**src/rtl/mc_pkg.sv**
```systemverilog
// Shared encodings for the multi-cycle MIPS control path: FSM states, opcode/funct
// fields, datapath select codes and the decoder's instruction-class one-hot layout.
package mc_pkg;

    typedef enum logic [2:0] {
        ST_FETCH  = 3'd0,
        ST_DECODE = 3'd1,
        ST_EXE    = 3'd2,
        ST_MEM    = 3'd3,
        ST_WB     = 3'd4
    } state_t;

    localparam logic [5:0] OP_RTYPE = 6'b000000;
    localparam logic [5:0] OP_ORI   = 6'b001101;
    localparam logic [5:0] OP_LW    = 6'b100011;
    localparam logic [5:0] OP_SW    = 6'b101011;
    localparam logic [5:0] OP_BEQ   = 6'b000100;
    localparam logic [5:0] OP_LUI   = 6'b001111;
    localparam logic [5:0] OP_J     = 6'b000010;
    localparam logic [5:0] OP_JAL   = 6'b000011;

    localparam logic [5:0] FN_ADDU  = 6'b100001;
    localparam logic [5:0] FN_SUBU  = 6'b100011;
    localparam logic [5:0] FN_JR    = 6'b001000;

    localparam logic [2:0] WB_ALU   = 3'b000;
    localparam logic [2:0] WB_DM    = 3'b001;
    localparam logic [2:0] WB_PC4   = 3'b010;
    localparam logic [2:0] WB_EXT   = 3'b011;

    localparam logic [1:0] DST_RT   = 2'b00;
    localparam logic [1:0] DST_RD   = 2'b01;
    localparam logic [1:0] DST_RA   = 2'b10;

    localparam logic [1:0] PC_PLUS4 = 2'b00;
    localparam logic [1:0] PC_BR    = 2'b01;
    localparam logic [1:0] PC_JUMP  = 2'b10;
    localparam logic [1:0] PC_JR    = 2'b11;

    localparam logic [1:0] ALU_ADD  = 2'b00;
    localparam logic [1:0] ALU_SUB  = 2'b01;
    localparam logic [1:0] ALU_OR   = 2'b10;
    localparam logic [1:0] ALU_LUI  = 2'b11;

    localparam int CLS_ADDU = 0;
    localparam int CLS_SUBU = 1;
    localparam int CLS_JR   = 2;
    localparam int CLS_ORI  = 3;
    localparam int CLS_LW   = 4;
    localparam int CLS_SW   = 5;
    localparam int CLS_BEQ  = 6;
    localparam int CLS_LUI  = 7;
    localparam int CLS_J    = 8;
    localparam int CLS_JAL  = 9;
    localparam int CLS_W    = 10;

endpackage

```
**src/rtl/mc_decode.sv**
```systemverilog
// Combinational instruction classifier: opcode/funct to a one-hot class plus legal flag.
// Zero latency, no flow control.
module mc_decode
    import mc_pkg::*;
(
    input  logic [5:0]       i_opcode,
    input  logic [5:0]       i_funct,
    output logic [CLS_W-1:0] o_cls,
    output logic             o_legal
);

    always_comb begin
        o_cls = '0;
        case (i_opcode)
            OP_RTYPE: begin
                case (i_funct)
                    FN_ADDU: o_cls[CLS_ADDU] = 1'b1;
                    FN_SUBU: o_cls[CLS_SUBU] = 1'b1;
                    FN_JR:   o_cls[CLS_JR]   = 1'b1;
                    default: o_cls = '0;
                endcase
            end
            OP_ORI:  o_cls[CLS_ORI] = 1'b1;
            OP_LW:   o_cls[CLS_LW]  = 1'b1;
            OP_SW:   o_cls[CLS_SW]  = 1'b1;
            OP_BEQ:  o_cls[CLS_BEQ] = 1'b1;
            OP_LUI:  o_cls[CLS_LUI] = 1'b1;
            OP_J:    o_cls[CLS_J]   = 1'b1;
            OP_JAL:  o_cls[CLS_JAL] = 1'b1;
            default: o_cls = '0;
        endcase
        o_legal = |o_cls;
    end

endmodule

```
**src/rtl/mc_ctrl_fsm.sv**
```systemverilog
// Multi-cycle MIPS control FSM (FETCH/DECODE/EXE/MEM/WB), Mealy outputs, 2-5 cycles
// per instruction; no backpressure, counts retired legal instructions.
module mc_ctrl_fsm
    import mc_pkg::*;
#(
    parameter int CNT_W = 32
) (
    input  logic             clk,
    input  logic             rst,
    input  logic [5:0]       opcode,
    input  logic [5:0]       funct,
    input  logic             zero,
    output logic             pc_write,
    output logic [1:0]       pc_sel,
    output logic             ir_write,
    output logic             rf_write,
    output logic             dm_write,
    output logic [2:0]       wb_sel,
    output logic [1:0]       dst_sel,
    output logic             alub_sel,
    output logic [1:0]       alu_op,
    output logic             ext_op,
    output logic             illegal,
    output logic [CNT_W-1:0] instr_cnt
);

    state_t             r_state;
    state_t             w_next;
    logic [CNT_W-1:0]   r_cnt;
    logic               w_retire;
    logic [CLS_W-1:0]   w_cls;
    logic               w_legal;
    logic               w_is_r;

    mc_decode u_decode (
        .i_opcode (opcode),
        .i_funct  (funct),
        .o_cls    (w_cls),
        .o_legal  (w_legal)
    );

    assign w_is_r    = w_cls[CLS_ADDU] | w_cls[CLS_SUBU];
    assign instr_cnt = r_cnt;

    always_ff @(posedge clk) begin
        if (rst) begin
            r_state <= ST_FETCH;
            r_cnt   <= '0;
        end else begin
            r_state <= w_next;
            if (w_retire) begin
                r_cnt <= r_cnt + CNT_W'(1);
            end
        end
    end

    always_comb begin
        w_next   = ST_FETCH;
        w_retire = 1'b0;
        pc_write = 1'b0;
        pc_sel   = PC_PLUS4;
        ir_write = 1'b0;
        rf_write = 1'b0;
        dm_write = 1'b0;
        wb_sel   = WB_ALU;
        dst_sel  = DST_RT;
        alub_sel = 1'b0;
        alu_op   = ALU_ADD;
        ext_op   = 1'b0;
        illegal  = 1'b0;
        // Reset masks every output so an aborted instruction cannot commit anything.
        if (!rst) begin
            case (r_state)
                ST_FETCH: begin
                    ir_write = 1'b1;
                    pc_write = 1'b1;
                    w_next   = ST_DECODE;
                end
                ST_DECODE: begin
                    if (!w_legal) begin
                        illegal = 1'b1;
                    end else if (w_cls[CLS_J] | w_cls[CLS_JAL]) begin
                        pc_write = 1'b1;
                        pc_sel   = PC_JUMP;
                        w_retire = 1'b1;
                        if (w_cls[CLS_JAL]) begin
                            rf_write = 1'b1;
                            dst_sel  = DST_RA;
                            wb_sel   = WB_PC4;
                        end
                    end else if (w_cls[CLS_JR]) begin
                        pc_write = 1'b1;
                        pc_sel   = PC_JR;
                        w_retire = 1'b1;
                    end else begin
                        w_next = ST_EXE;
                    end
                end
                ST_EXE: begin
                    if (w_cls[CLS_SUBU] | w_cls[CLS_BEQ]) alu_op = ALU_SUB;
                    else if (w_cls[CLS_ORI])              alu_op = ALU_OR;
                    else if (w_cls[CLS_LUI])              alu_op = ALU_LUI;
                    alub_sel = w_cls[CLS_ORI] | w_cls[CLS_LUI] | w_cls[CLS_LW] | w_cls[CLS_SW];
                    ext_op   = w_cls[CLS_LW] | w_cls[CLS_SW] | w_cls[CLS_BEQ];
                    if (w_cls[CLS_BEQ]) begin
                        pc_sel   = PC_BR;
                        pc_write = zero;
                        w_retire = 1'b1;
                    end else if (w_cls[CLS_LW] | w_cls[CLS_SW]) begin
                        w_next = ST_MEM;
                    end else begin
                        w_next = ST_WB;
                    end
                end
                ST_MEM: begin
                    if (w_cls[CLS_SW]) begin
                        dm_write = 1'b1;
                        w_retire = 1'b1;
                    end else begin
                        w_next = ST_WB;
                    end
                end
                ST_WB: begin
                    rf_write = 1'b1;
                    dst_sel  = w_is_r ? DST_RD : DST_RT;
                    wb_sel   = w_cls[CLS_LW] ? WB_DM : WB_ALU;
                    w_retire = 1'b1;
                end
                default: w_next = ST_FETCH;
            endcase
        end
    end

endmodule
```
**config.mk**
```make
export PLATFORM = sky130hd
export DESIGN_NAME = mc_ctrl_fsm
export DESIGN_NICKNAME = d
export VERILOG_FILES = /design/src/rtl/mc_pkg.sv /design/src/rtl/mc_decode.sv /design/src/rtl/mc_ctrl_fsm.sv
export SDC_FILE = /design/constraint.sdc
export NUM_CORES = 1
export LEC_CHECK = 0
export BUFFER_PORTS_ARGS = -buffer_cell sky130_fd_sc_hd__buf_2
export CAP_MARGIN = 10
export CORE_UTILIZATION = 33
export CTS_BUF_LIST = sky130_fd_sc_hd__clkbuf_8
export DETAILED_ROUTE_END_ITERATION = 10
export SKIP_CTS_REPAIR_TIMING = 1
export SLEW_MARGIN = 20
export SYNTH_ARGS = -nofsm -noshare
export SYNTH_HDL_FRONTEND = slang
export SYNTH_SLANG_ARGS = --single-unit
```
**constraint.sdc**
```tcl
create_clock -name clk -period 2.3 [get_ports clk]
set_input_delay 0.115 -clock clk [delete_from_list [all_inputs] [get_ports clk]]
set_output_delay 0.115 -clock clk [all_outputs]
set_load 0.1 [all_outputs]
```
== After elaboration in Yosys (flattened, before gate mapping) ==
Cells that the tools add are included.
Cells by class
  $add $sub $neg: 1
  eq/ne operators: 14
  mux-type cells: 67
  bitwise logic cells: 8
  reductions and logical operators: 3
Operators with widths (number)
  $mux 2: 20
  $mux 1: 36
  $add 32x1->32 const B: 1
  $eq 6x6->1 const B: 4
  $eq 6x4->1 const B: 3
  $eq 6x2->1 const B: 2
  $mux 3: 4
  $pmux 2 s2: 3
  $pmux 3 s4: 1
  $reduce_or 10->1: 1
  $or 1x1->1: 8
  $eq 3x2->1 const B: 2
  $eq 6x3->1 const B: 1
  $logic_not 6->1: 1
  $pmux 1 s4: 1
  $eq 3x1->1 const B: 1
  $eq 3x3->1 const B: 1
  $logic_not 3->1: 1
  $pmux 1 s3: 1
  $pmux 1 s2: 1
Word-level totals
  register bits: 35
  input bits: 15
  output and inout port bits: 48
  logic and storage cells: 95

== Logic depth before layout (Yosys ltp) ==
  depth in word-level cells: 8
  depth in mapped cells: 8
  gate-level depth less buffers: 5

== Hierarchy ==
A second synthesis with hierarchy kept.
Second synthesis, totals
  cells, all modules: 271
  area, all modules: 2165.8 um^2
Modules (own cells, without submodules)
  mc_ctrl_fsm: times used 1, cells an instance 240, area an instance 1985.7 um^2, sequential area each 700.7 um^2
  mc_decode: times used 1, cells an instance 31, area an instance 180.2 um^2, sequential area each 0.0 um^2

== Least setup slack after synthesis ==
OpenSTA, ideal clock, no wires.
  path type: reg2out
  start: reg r_state[2]
  end: out illegal
  arrival time: 3993 ps
  slack: -1808 ps
  stages on the path, launching flop included: 5
  path buffers: 1
  cells stage by stage: dfxtp_1 clkbuf_1 nor2_1 nand2_1 nor4b_1
Between the ends
  longest elaborated chain between the ends: 3
Ends and longest elaborated chain
  from (decl): RTL line mc_ctrl_fsm.sv:27  | state_t r_state;
  from (signal assigned): RTL line mc_ctrl_fsm.sv:50  | r_state <= w_next;
  $eq 3x1->1: RTL line mc_ctrl_fsm.sv:73  | case (r_state)
  $mux 1: RTL line mc_ctrl_fsm.sv:73
  $mux 1: RTL line mc_ctrl_fsm.sv:72  | if (!rst) begin
  to (decl): RTL line mc_ctrl_fsm.sv:23  | output logic illegal,
No other way between the ends.

== Worst setup path in the final report ==
  start: reg r_state[0]
  end: reg r_cnt[31] (netlist: instr_cnt[31])
Between the ends
  longest elaborated chain between the ends: 3
  elaborated cells on any way between the ends: 6
Ends and longest elaborated chain
  $eq 3x3->1 (tied with other cells): RTL line mc_ctrl_fsm.sv:73
  $pmux 1 s4 (*): RTL line mc_ctrl_fsm.sv:73
  $mux 1 (*): RTL line mc_ctrl_fsm.sv:72
  to (signal assigned): RTL line mc_ctrl_fsm.sv:52  | r_cnt <= r_cnt + CNT_W'(1);
  to (decl): RTL line mc_ctrl_fsm.sv:29  | logic [CNT_W-1:0] r_cnt;
Every way passes the cells marked *; elsewhere a longest branch is shown, timed or not.
A chain may end at the register's enable or synchronous reset.

==> impl_metrics.tcl <==
set metrics [dict create \
    holdWs_ps 209 \
    relSlewSlack 0.588 \
    area_delta_synth_final_pct 24.0 \
    required_ps 2470 \
    crit_path_end_kind "flip-flop" \
    cts_max_level 2 \
    layout_setup_ws_ps 188 \
    grt_pass1_wl_um 10600 \
    netlist_top_cells_area "dfxtp_1 29%, mux2_2 13%, nor2b_1 8.0%" \
    die_y_um 87.8 \
    synth_mux_area_frac 0.141 \
    drive_gt1_frac 0.403 \
    ctsLongestPathBuffers 2 \
    clkTransAtPathRegs_ps 70 \
    hpwlAfterDp_um 4600 \
    skew_ps 5.15 \
    slew_violations 0 \
    path_max_fanout 28 \
    use_met3 0.0415 \
    synth_common_cells "44 x nor2_1, 35 x dfxtp_1, 31 x nor2b_1, 29 x mux2_2, 22 x a31oi_1" \
    final-setup-viol-count 0 \
    place.port_buffers 61 \
    die_area_sq_um 7710 \
    postSynthAreaPerCell_sq_um 7.92 \
    crit_arrival_ps 2280 \
    routed_wl_um 6490 \
    cp-start-kind "flip-flop" \
    async_reset_ff_frac 0 \
    outcome "completed" \
    ios 63 \
    synth_edf_count 0 \
    hold_path_class "in -> reg" \
    worst_pin_slew_ps 618 \
    ys_seq_elements 35 \
    finalHoldViolCount 0 \
    met1_usage 0.241 \
    power-per-cell-area_nw_per_um2 381 \
    synth_top_family_by_area "simple AND/OR/NAND/NOR gates" \
    yosys.cell_count.top_type "nor2_1" \
    grtUsageTotal 0.172 \
    drc 0 \
    ir_worst_vdd_uv 248 \
    antenna_found_initial 0 \
    root_buffer "clkbuf_8" \
    gr-total-overflow 0 \
    grt_pass1_vias 2192 \
    busiest_layer "met2" \
    cts_tree "done" \
    yosys.area_share.xor_xnor 0 \
    synth_compound_gate_area_share 0.143 \
    power_leakage_nw 1.28 \
    layout.nets 378 \
    via_count 2412 \
    dp_slack_ps 156 \
    yosysSeqAreaShare 0.288 \
    grt_use_met2 0.271 \
    utilization 0.434 \
    clk_latency_ps 280 \
    postRouteAntennaNets 0 \
    antennaDiodeCount 0 \
    syn_inst 307 \
    drt_pre_antenna_iters 4 \
    wire_per_inst_um 14.2 \
    synthSimpleGateAreaFrac 0.372 \
    synth_top_cell_by_area "dfxtp_1" \
    max_freq_mhz 474 \
    grt_max_degree 64 \
    cap_violations 0 \
    criticalPathCategory "reg -> reg" \
    cts_made_buffers 5 \
    synth_cell_types 48 \
    synth_ff_type "dfxtp_1" \
    cts_sinks 35 \
    post-route-period-util 0.918 \
    yosys_warnings 0 \
    syn_nets 323 \
    setup_tns_ps 0 \
    initial_utilization 0.350 \
    drtIter0Drc 121 \
    synthAdderAreaFrac 0.00515 \
    core-area_sq_um 6940 \
    routabilityCongestion 0.829 \
    fin_crit_ps 2110 \
    netlist_area_sq_um 2430 \
    die_w_um 87.8 \
    grt_setup_unrepaired "no" \
    viasPerCell 5.27 \
    yosysTopAreaCellShare 0.288 \
    std_cell_rows 30 \
]
-- power by group --
part | total (mW) | switching, mW | leakage [nW] | internal [mW]
Combinational | 0.128 | 0.0947 | 0.935 | 0.0337
Sequential | 0.608 | 0.00444 | 0.296 | 0.604
Clock | 0.411 | 0.212 | 0.0466 | 0.200
-- metrics by stage --
step | total power, mW | instance area [sq um] | instances
after global routing | 1.20 | 3020 | 458
after CTS | 1.16 | 3010 | 458
after floorplan | 0.716 | 2510 | 307
after detailed placement | 0.750 | 2940 | 451
after global placement | 0.748 | 2940 | 451
final | 1.15 | 3020 | 458
-- state kept, by name, indices dropped and copies added, names as in the netlist --
name       count
instr_cnt     32
r_state        3
-- critical path, cell delays in order, from the launching register on --
cell	delay [ps]
dfxtp_1	490
nand4_1	180
a211o_1	310
buf_4	230
a311oi_1	410
mux2_2	370
-- cells in the final DEF, fill, tap and decap left out, drive strengths merged --
cell / Yosys / layout
a211o: 2 / 2
a211oi: 2 / 2
a21boi: 1 / 1
a21oi: 5 / 5
a22oi: 1 / 1
a311o: 1 / 1
a311oi: 4 / 4
a31oi: 22 / 22
and2: 6 / 6
and2b: 1 / 1
and3: 7 / 7
and3b: 3 / 3
and4: 3 / 3
buf: 10 / 71
clkbuf: 14 / 6
conb: 1 / 1
dfxtp: 35 / 35
ha: 1 / 1
inv: 3 / 5
mux2: 30 / 30
nand2: 16 / 16
nand2b: 1 / 1
nand3: 16 / 16
nand3b: 1 / 1
nand4: 19 / 19
nand4b: 1 / 1
nor2: 44 / 44
nor2b: 31 / 31
nor3: 5 / 5
nor4: 4 / 4
nor4b: 3 / 3
o21a: 1 / 1
o21ai: 4 / 4
o21bai: 2 / 2
o22ai: 1 / 1
o311a: 1 / 1
o311ai: 1 / 1
o31a: 1 / 1
o31ai: 2 / 2
or4: 1 / 1
-- routing by layer --
layer	part of all wire	up-vias	wire length [um]
met1	0.49	1130	3210
met5	0	-	0
met3	0.047	2	304
met4	0.0042	0	27
met2	0.46	47	2960
li1	-	1233	-
-- cell families after synthesis --
| kind of cell | Yosys count |
|---|---|
| fa+ha+maj | 1 |
| other cells | 1 |
| simple gates | 162 |
| flops | 35 |
| mux | 30 |
| buf+inv | 27 |
| compound gates | 51 |
-- layout make-up --
type / count / area [sq um]
clock buffer: 5 / 68.8
clock inverter: 2 / 7.51
fill: 724 / 3930
inverter: 3 / 11.3
multi-input combinational: 245 / 1650
sequential: 35 / 741
tap: 96 / 120
timing repair buffer: 72 / 420
-- path summary, 6_finish.rpt --
kind | from | to | slack, ps | cells past startpoint
max | r_state[0] | instr_cnt[31] | 190 | 5
min | rst | r_state[1] | 210 | 3
min reg2reg | instr_cnt[1] | instr_cnt[1] | 490 | 2
max reg2reg | r_state[0] | instr_cnt[31] | 190 | 5
Power figures use the tool's default switching activity.
